==> src/rtl/evaluate_relax_mc_fp_int.sv <==
// Multi-channel first-order RC relaxation evaluator.
// Channels share one serial datapath: tau from VREF/VREG, a restoring divide
// for 1/tau, then a saturating update. All channels commit together in DONE.
module evaluate_relax_mc_fp_int #(
   parameter int NCH      = 4,
   parameter int VW       = 14,
   parameter int OW       = 12,
   parameter int CW       = 16,
   parameter int TW       = 16,
   parameter int QW       = 16,
   parameter int A_REF    = 1037,
   parameter int A_REG    = -1248,
   parameter int C_TAU    = 1042,
   parameter int TSHIFT   = 12,
   parameter int DT_SHIFT = 8,
   parameter int TAU_MIN  = 16,
   parameter int O_INIT   = 422
) (
   input  logic              clk,
   input  logic              reset_n,
   input  logic              step_valid,
   output logic              step_ready,
   input  logic              mode,
   input  logic [NCH*VW-1:0] VREF,
   input  logic [NCH*VW-1:0] VREG,
   input  logic [NCH*OW-1:0] VTGT,
   output logic [NCH*OW-1:0] out,
   output logic              busy,
   output logic              done,
   output logic [NCH-1:0]    clamp_flag
);
   localparam int SW  = VW + CW + 1;
   localparam int PW  = OW + QW + 2;
   localparam int CHW = (NCH > 1) ? $clog2(NCH) : 1;
   localparam int BW  = (QW > 1) ? $clog2(QW) : 1;

   localparam logic signed [SW-1:0] AREF_S = SW'(A_REF);
   localparam logic signed [SW-1:0] AREG_S = SW'(A_REG);
   localparam logic signed [SW-1:0] CTAU_S = SW'(C_TAU);
   localparam logic signed [SW-1:0] TMIN_S = SW'(TAU_MIN);
   localparam logic signed [SW-1:0] TMAX_S = SW'((longint'(1) << TW) - 1);
   localparam logic signed [PW-1:0] ZERO_P = '0;
   localparam logic signed [PW-1:0] OMAX_P = PW'((longint'(1) << OW) - 1);

   typedef enum logic [2:0] {S_IDLE, S_TAU, S_DIV, S_UPD, S_DONE} state_e;

   state_e                   state_q, state_d;
   logic [CHW-1:0]           ch_q;
   logic [BW-1:0]            bit_q;
   logic [TW-1:0]            tau_q;
   logic [TW:0]              rem_q;
   logic [QW-1:0]            quo_q;
   logic                     mode_q, done_q;
   logic [NCH-1:0][VW-1:0]   vref_q, vreg_q;
   logic [NCH-1:0][OW-1:0]   vtgt_q, pend_q, out_q;
   logic [NCH-1:0]           pclamp_q, clamp_q;

   // tau for the current channel: affine in VREF/VREG, then clamped
   logic signed [VW-1:0] vref_k, vreg_k;
   logic signed [SW-1:0] s_w, tr_w;
   logic [TW-1:0]        tau_d;
   logic                 clamp_d;
   always_comb begin
      vref_k  = vref_q[ch_q];
      vreg_k  = vreg_q[ch_q];
      s_w     = AREF_S * SW'(vref_k) + AREG_S * SW'(vreg_k);
      tr_w    = (s_w >>> TSHIFT) + CTAU_S;
      tau_d   = TW'(tr_w);
      clamp_d = 1'b0;
      if (tr_w < TMIN_S) begin
         tau_d   = TW'(TAU_MIN);
         clamp_d = 1'b1;
      end else if (tr_w > TMAX_S) begin
         tau_d   = '1;
         clamp_d = 1'b1;
      end
   end

   // one restoring-divide step: shift in a zero, subtract tau if it fits
   logic [TW:0]   rem_sh, rem_d;
   logic [QW-1:0] quo_d;
   logic          ge;
   always_comb begin
      rem_sh = (TW+1)'({rem_q, 1'b0});
      ge     = rem_sh >= {1'b0, tau_q};
      rem_d  = ge ? rem_sh - {1'b0, tau_q} : rem_sh;
      quo_d  = QW'({quo_q, ge});
   end

   // relaxation update: o + floor((tgt - o) * inv / 2^DT_SHIFT), saturated
   logic [OW-1:0]        o_k, tgt_k, upd_d;
   logic signed [PW-1:0] dif_w, prod_w, dlt_w, sum_w;
   always_comb begin
      o_k    = out_q[ch_q];
      tgt_k  = mode_q ? vtgt_q[ch_q] : '0;
      dif_w  = $signed(PW'(tgt_k)) - $signed(PW'(o_k));
      prod_w = dif_w * $signed(PW'(quo_q));
      dlt_w  = prod_w >>> DT_SHIFT;
      sum_w  = $signed(PW'(o_k)) + dlt_w;
      if (sum_w < ZERO_P)      upd_d = '0;
      else if (sum_w > OMAX_P) upd_d = '1;
      else                     upd_d = OW'(sum_w);
   end

   // FSM state register
   always_ff @(posedge clk or negedge reset_n) begin
      if (!reset_n) state_q <= S_IDLE;
      else          state_q <= state_d;
   end

   // FSM next state; a step_valid outside IDLE is simply not seen
   always_comb begin
      state_d = state_q;
      case (state_q)
         S_IDLE: if (step_valid) state_d = S_TAU;
         S_TAU:  state_d = S_DIV;
         S_DIV:  if (bit_q == BW'(QW - 1)) state_d = S_UPD;
         S_UPD:  state_d = (ch_q == CHW'(NCH - 1)) ? S_DONE : S_TAU;
         S_DONE: state_d = S_IDLE;
         default: state_d = S_IDLE;
      endcase
   end

   // datapath registers: capture, per-channel work, atomic commit in DONE
   always_ff @(posedge clk or negedge reset_n) begin
      if (!reset_n) begin
         ch_q     <= '0;
         bit_q    <= '0;
         tau_q    <= '0;
         rem_q    <= '0;
         quo_q    <= '0;
         mode_q   <= 1'b0;
         done_q   <= 1'b0;
         vref_q   <= '0;
         vreg_q   <= '0;
         vtgt_q   <= '0;
         pend_q   <= '0;
         pclamp_q <= '0;
         clamp_q  <= '0;
         out_q    <= {NCH{OW'(O_INIT)}};
      end else begin
         done_q <= 1'b0;
         case (state_q)
            S_IDLE: if (step_valid) begin
               mode_q <= mode;
               vref_q <= VREF;
               vreg_q <= VREG;
               vtgt_q <= VTGT;
               ch_q   <= '0;
            end
            S_TAU: begin
               tau_q          <= tau_d;
               pclamp_q[ch_q] <= clamp_d;
               rem_q          <= (TW+1)'(1);   // leading 1 of 2^QW
               quo_q          <= '0;
               bit_q          <= '0;
            end
            S_DIV: begin
               rem_q <= rem_d;
               quo_q <= quo_d;
               bit_q <= bit_q + BW'(1);
            end
            S_UPD: begin
               pend_q[ch_q] <= upd_d;
               if (ch_q != CHW'(NCH - 1)) ch_q <= ch_q + CHW'(1);
            end
            S_DONE: begin
               out_q   <= pend_q;
               clamp_q <= pclamp_q;
               done_q  <= 1'b1;
            end
            default: ;
         endcase
      end
   end

   assign step_ready = (state_q == S_IDLE);
   assign busy       = (state_q != S_IDLE);
   assign done       = done_q;
   assign out        = out_q;
   assign clamp_flag = clamp_q;
endmodule

==> config.mk <==
export PLATFORM = sky130hd
export DESIGN_NAME = evaluate_relax_mc_fp_int
export DESIGN_NICKNAME = d
export VERILOG_FILES = /design/src/rtl/evaluate_relax_mc_fp_int.sv
export SDC_FILE = /design/constraint.sdc
export NUM_CORES = 1
export LEC_CHECK = 0
export ABC_CLOCK_PERIOD_IN_PS = 27700
export CAP_MARGIN = 40
export CORE_ASPECT_RATIO = 0.75
export CORE_MARGIN = 3
export CORE_UTILIZATION = 45
export CTS_CLUSTER_DIAMETER = 40
export DETAILED_ROUTE_END_ITERATION = 10
export GPL_TIMING_DRIVEN = 0
export PLACE_DENSITY = 0.7
export RECOVER_POWER = 100
export SKIP_LAST_GASP = 1
export SLEW_MARGIN = 20
export SYNTH_ARGS = -nofsm -noshare
export SYNTH_HDL_FRONTEND = slang
export SYNTH_SLANG_ARGS = --single-unit
==> constraint.sdc <==
create_clock -name clk -period 27.7 [get_ports clk]
set_input_delay 2.77 -clock clk [delete_from_list [all_inputs] [get_ports clk]]
set_output_delay 2.77 -clock clk [all_outputs]
set_load 0.02 [all_outputs]
==> flow_summary_export.csv <==
group,metric,value,unit
synth,ys_types,83,
global_route,antenna_found_initial,3,
worst_hold_path,hold_path_end,"pend_q[44]$_DFFE_PN0P_",
detailed_routing,viasPerCell,5.51,
sta,setup_tns,0,ns
synth,synth-warning-count,0,
synth,synth_edf_count,0,
synth,ys_seq_area_frac,0.297,
sta,fmax,0.0709,GHz
sta,final-hold-violation-count,0,
floorplan,rows,77,
floorplan,initial_utilization,0.459,
global_route,grt_pass1_vias,21603,
finish,multi_input_area,0.0175,mm^2
worst_setup_path,crit_path_end_kind,"flop",
sta,setup_viol,0,
placed_design,dp_hpwl,59600,um
clock_network,htreeDepth,2,
worst_setup_path,r2r-end,"pend_q[43]$_DFFE_PN0P_",
placed_design,numPortBuffers,218,
global_route,grtUsageMet2,0.368,
detailed_routing,drt_iter0_markers,1389,
clock_network,cts-root-buf,"clkbuf_16",
clock_network,insertion_delay,0.60,ns
synth,syn-instance-count,2558,
worst_setup_path,arrival,14.58,ns
global_route,met3_usage,0.0445,
clock_network,postCtsHoldBufs,0,
run_status,failed_checks,"capacitance limit, slew limit",
worst_setup_path,worstPathRequired,28.18,ns
finish,layout.nets,3509,
floorplan,die-area,0.0638,mm^2
synth,async_flop_share,1.00,
clock_network,cts_resized,0,
clock_network,numCtsBuffers,46,
sta,period_minus_slack,14.09,ns
worst_setup_path,crit_path_start_kind,"flop",
detailed_routing,wl_per_cell,20.1,um
detailed_routing,drtPass1Iterations,5,
detailed_routing,via_count,20227,
floorplan,die_y,219,um
detailed_routing,drc_errors,0,
worst_setup_path,r2r_slack,13.61,ns
synth,synth_top_area_cell,"dfrtp_1",
sta,min_period_over_period,0.509,
floorplan,die_w,291,um
sta,fin_skew,0.0388,ns
worst_hold_path,hold_path_depth,2,
worst_hold_path,hp-class,"reg2reg",
synth,synth_seq_cells,323,
synth,syn_avg_cell_area,10.7,um^2
worst_setup_path,cp_slowest_cell,"xor2_1",
worst_hold_path,min_from,"pend_q[44]$_DFFE_PN0P_",
clock_network,post-cts-setup-buffers,0,
clock_network,cts_buffer_depth,3,
run_status,status,"finished with violations",
synth,synthesis.nets,3224,
finish,drive_above_1_share,0.139,
worst_setup_path,critical_path.top_delay_family,"adder cells",
worst_setup_path,crit_buf_inv,7,
global_route,top_usage_layer,"met2",
global_route,gr-usage-met1,0.342,
worst_setup_path,path_class,"reg2reg",
global_route,grt_pass1_wl,120000,um
synth,netlist_area,0.0273,mm^2
sta,rsz0062_at_grt,"no",
finish,fill_cells,5110,
worst_setup_path,cpMostUsedCell,"o21ai_0",
global_route,overflow,0,
placed_design,routabilityCongestion,0.941,
sta,slew_headroom,-2.62,
clock_network,cts.sinks,323,
synth,synthTopCellsByArea,"dfrtp_1 28%, fa_1 16%, ha_1 13%, mux2_2 9.0%, inv_1 4.8%",
synth,synth_top_area_frac,0.277,
worst_setup_path,reg2reg_from,"ch_q[0]$_DFFE_PN0P_",
sta,final_max_slew_viol_count,330,
clock_network,clkTransAtPathRegs,0.06,ns
worst_setup_path,critical-path-max-stage-delay,0.66,ns
floorplan,ios,219,
synth,synth_ff_type,"dfrtp_1",
worst_setup_path,r2r_cells,45,
worst_setup_path,path_max_fanout,10,
worst_setup_path,cp.depth,45,
global_route,grt_use_total,0.237,
global_route,grt_max_degree,107,
floorplan,core,0.0595,mm^2
finish,area_growth,17.9,%
sta,worst_slew_pin_slew,5.43,ns
detailed_routing,routed_wl,73900,um
synth,yosysMostFrequentCell,"inv_1",
synth,synth_common_cells,"347 x inv_1, 303 x dfrtp_1, 280 x ha_1",
detailed_routing,antenna_violating_nets_post_route,0,
job,drv_cap,4,
finish,seq_area,0.00811,mm^2
clock_network,cts_tree,"done",
## worst max path at each step
stage	start	end	slack (ns)
final	ch_q[0]$_DFFE_PN0P_	pend_q[43]$_DFFE_PN0P_	13.61
after global routing	ch_q[0]$_DFFE_PN0P_	pend_q[43]$_DFFE_PN0P_	12.53
after CTS	ch_q[0]$_DFFE_PN0P_	pend_q[43]$_DFFE_PN0P_	14.50
after detailed placement	ch_q[0]$_DFFE_PN0P_	pend_q[43]$_DFFE_PN0P_	14.63
after global placement	reset_n	out[11]$_DFFE_PN0P_	10.29
after floorplan	ch_q[0]$_DFFE_PN0P_	pend_q[43]$_DFFE_PN0P_	16.75
## registers in the layout, summed over array words and instances (netlist names)
name / count
bit_q: 4
ch_q: 2
clamp_flag: 4
done: 1
mode_q: 1
out: 48
pclamp_q: 4
pend_q: 48
quo_q: 16
rem_q: 16
state_q: 3
tau_q: 16
vref_q: 56
vreg_q: 56
vtgt_q: 48
## worst register-to-register path, delay by kind of cell, from the launching register on
| kind | cells | cell delay [ns] |
|---|---|---|
| adder cells (fa/ha/maj) | 9 | 4.09 |
| AO/OA/AOI/OAI | 16 | 3.76 |
| buffers and inverters | 7 | 2.74 |
| AND/OR/NAND/NOR | 11 | 1.73 |
| XOR/XNOR | 1 | 0.66 |
| multiplexers | 1 | 0.64 |
| flip-flops | 1 | 0.39 |
## layout make-up
| cell class | count | area share |
|---|---|---|
| clock buffer | 56 | 0.0384 |
| tap | 790 | 0.0307 |
| sequential | 323 | 0.252 |
| antenna | 3 | 0.000233 |
| clock inverter | 29 | 0.0118 |
| buffer | 99 | 0.0117 |
| inverter | 347 | 0.0404 |
| timing repair buffer | 237 | 0.0715 |
| multi-input combinational | 1789 | 0.544 |
## per-stage QoR
| stage | cells | area (um^2) | util | hold WS (ns) | worst slack (ns) |
|---|---|---|---|---|---|
| floorplan | 2558 | 27300 | - | 0.443 | 16.75 |
| global placement | 3566 | 30500 | 0.512 | 0.456 | 10.29 |
| CTS | 3663 | 32300 | 0.543 | 0.478 | 14.50 |
| detailed placement | 3578 | 30700 | 0.516 | 0.466 | 14.63 |
| finish | 3673 | 32200 | 0.541 | 0.480 | 13.61 |
| global route | 3673 | 32200 | 0.541 | 0.508 | 12.53 |
## layout by cell type (no fill, tap or decap), types with 22 or more instances in the layout
master	count
nand2_1	256
fa_1	222
inv_1	347
ha_1	280
nor2_1	92
a21o_1	25
mux2i_1	22
xor2_1	33
xnor2_1	54
nor2b_1	28
dfrtp_1	303
dlygate4sd3_1	56
nand2b_1	23
clkdlybuf4s50_1	161
clkbuf_1	109
mux2_2	218
a21oi_1	67
mux4_2	52
o21ai_0	96
clkbuf_16	46
and2_1	65
## layer usage
metal / up-vias / routed length (um)
met5: - / 0
met4: 0 / 1780
met3: 113 / 4840
met2: 627 / 32800
met1: 10263 / 34500
li1: 9224 / -
## logic make-up after synthesis
family,Yosys count,share of synthesized area
flops,323,0.297
fa+ha+maj,502,0.291
mux,292,0.141
simple gates,571,0.101
buf+inv,446,0.0618
compound gates,337,0.0816
xor+xnor,87,0.0279
Power is not shown: default switching activity piles up to over one toggle a cycle in this logic, so the estimate is an artifact.
==> RTL edit: new RTL, same flow settings <==
Register the input `mode` before use, without a reset. The logic sees it one clock later. The other inputs are not delayed to match.
--- a/src/rtl/evaluate_relax_mc_fp_int.sv
+++ b/src/rtl/evaluate_relax_mc_fp_int.sv
@@ -43,6 +43,12 @@
    localparam logic signed [PW-1:0] OMAX_P = PW'((longint'(1) << OW) - 1);
 
    typedef enum logic [2:0] {S_IDLE, S_TAU, S_DIV, S_UPD, S_DONE} state_e;
+
+   logic mode_r;
+
+   always_ff @(posedge clk) begin
+      mode_r <= mode;
+   end
 
    state_e                   state_q, state_d;
    logic [CHW-1:0]           ch_q;
@@ -142,7 +148,7 @@
          done_q <= 1'b0;
          case (state_q)
             S_IDLE: if (step_valid) begin
-               mode_q <= mode;
+               mode_q <= mode_r;
                vref_q <= VREF;
                vreg_q <= VREG;
                vtgt_q <= VTGT;
Check against the original RTL: no difference found for any inputs over 10 cycles, from zero or initial values and one cycle with reset_n low; that may be too few to reach the edited logic, so the function may still have changed.
==> RTL edit against the unedited design <==
- the flow still finishes with violations (max-capacitance violations, max-slew violations)
- clock skew is 21 ps lower
- final area is 0.35% higher
- non-clock buffer count is 6 higher
- setup slack worse by 1800 ps
- area after synthesis is 1.2% higher
- sequential cell count is 1 higher
- routed wire length is 3.3% higher
- critical endpoint is now vref_q[8]
- largest cell class unchanged
Power is left out: it rests on default switching activity, and per cell area and clock period it moved more than threefold.
==> RTL edit: results (changes against the unedited design) <==
* Status: finished, violations left
* Failing checks: max-capacitance violations, max-slew violations
* Synth Area in Compound Gates at 8.70% (+0.54 points)
* Hold EP: rem_q[15]
* Design Area, Final at 0.0323 sq mm (+0.35%)
* R2R Setup Slk at 12700 ps (-910 ps)
* Clk cell area share at 4.53% (-0.50 points)
* #MultiIn Comb at 1800 (+0.61%)
* Max cap viols at 4 (unchanged)
* Repair and plain buffers at 342 (+1.8%)
* Vias/cell at 5.55 (+0.72%)
* Initial DRC Count at 1406 (+1.2%)
* Met2 GRT Util at 36.9% (+0.056 points)
* GP Congestion at 0.940 (-0.19%)
* Fraction of area in multi-input gates at 54.8% (+0.46 points)
* Number of synthesized register bits at 324 (+0.31%)
* Clk_skew at 18.0 ps (-20.8 ps)
* Largest net degree at the start of global routing at 96 (-10%)
* Metal2 WL at 33.2 mm (+1.4%)
* Global Route Usage Sum at 24.1% (+0.37 points)
* Slew @ Worst Pin at 4850 ps (-576 ps)
* Routed wire length at 76.3 mm (+3.3%)
* Placed cell areas at 0.0311 sq mm (+1.2%)
* Placed instance count at 3610 (+0.89%)
* Hold slack at 480 ps (-0.364 ps)
* Number of antenna diodes at 4 (+1)
* Syn nets at 3241 (+0.53%)
* Synth Area per Inst at 10.7 sq um (+0.54%)
* Post-synth top cells: inv_1, dfrtp_1, ha_1
* Multiplexer area fraction after synthesis at 13.7% (-0.39 points)
* Clock buf count at 51 (-8.9%)
* Crit path max fanout at 95 (+85)
* Met3 Resource Use GR at 5.71% (+1.3 points)
* Final max-slew violation count at 330 (unchanged)
* Met1 Resource Use GR at 34.7% (+0.53 points)
* Seq/Total Area, Yosys at 29.4% (-0.28 points)
* Via count at 20500 (+1.3%)
* DP Wirelength at 61.0 mm (+2.3%)
* Number of global-route vias before repair at 21600 (-0.13%)
* Leading post-synthesis cells by cell area: dfrtp_1, fa_1, ha_1
* Reg-to-Reg End: pend_q[22]
* Layout cells sized above 1 at 13.7% (-0.16 points)
* Final nets at 3525 (+0.46%)
* Fillcell total at 5181 (+1.4%)
* Post-Place Setup Slack at 14450 ps (-174 ps)
* Seq/total area at 25.1% (about the same)
* Clk Latency, worst-skew pair at 580 ps (-20 ps)
* Hold Startpoint: rem_q[15]
* First-pass GRT wire length at 122 mm (+1.6%)
* Max Used Layer: met5
* XOR/XNOR share of the synthesized area at 2.94% (+0.16 points)
* Adder-cell area share of the yosys netlist at 28.7% (-0.35 points)
* Metal-1 WL at 35.6 mm (+3.3%)
* Post-synth cell types at 85 (+2.4%)
RTL edit: cell count changes in the layout (fill, tap and decap cells not counted), moves of 6 or more:
cell,unedited run,this run
o21ai_0,96,60
o211ai_1,2,12
or2_2,1,10
and3_1,10,20
a211oi_1,6,57
xnor2_1,54,62
nor2_1,92,126
o31ai_1,15,3
clkbuf_1,109,115
nand2_1,256,198
and2_1,65,59
mux2i_1,22,16
nand3_1,17,29
RTL edit: worst max path at each step:
stage	start	endpoint	slack, ps	cells after the start
2_1_floorplan	ch_q[0]	pend_q[15]	16430	43
3_3_place_gp	reset_n	vref_q[10]	10070	1
3_5_place_dp	ch_q[1]	pend_q[16]	14450	42
4_1_cts	ch_q[1]	pend_q[22]	14390	42
5_1_grt	reset_n	vref_q[22]	8980	4
6_report	reset_n	vref_q[8]	11820	4
RTL edit: worst max-delay path, cell delays in order:
cell      delay [ps]
clkbuf_1        2380
clkbuf_1        3530
clkbuf_1        3340
clkbuf_1        3220
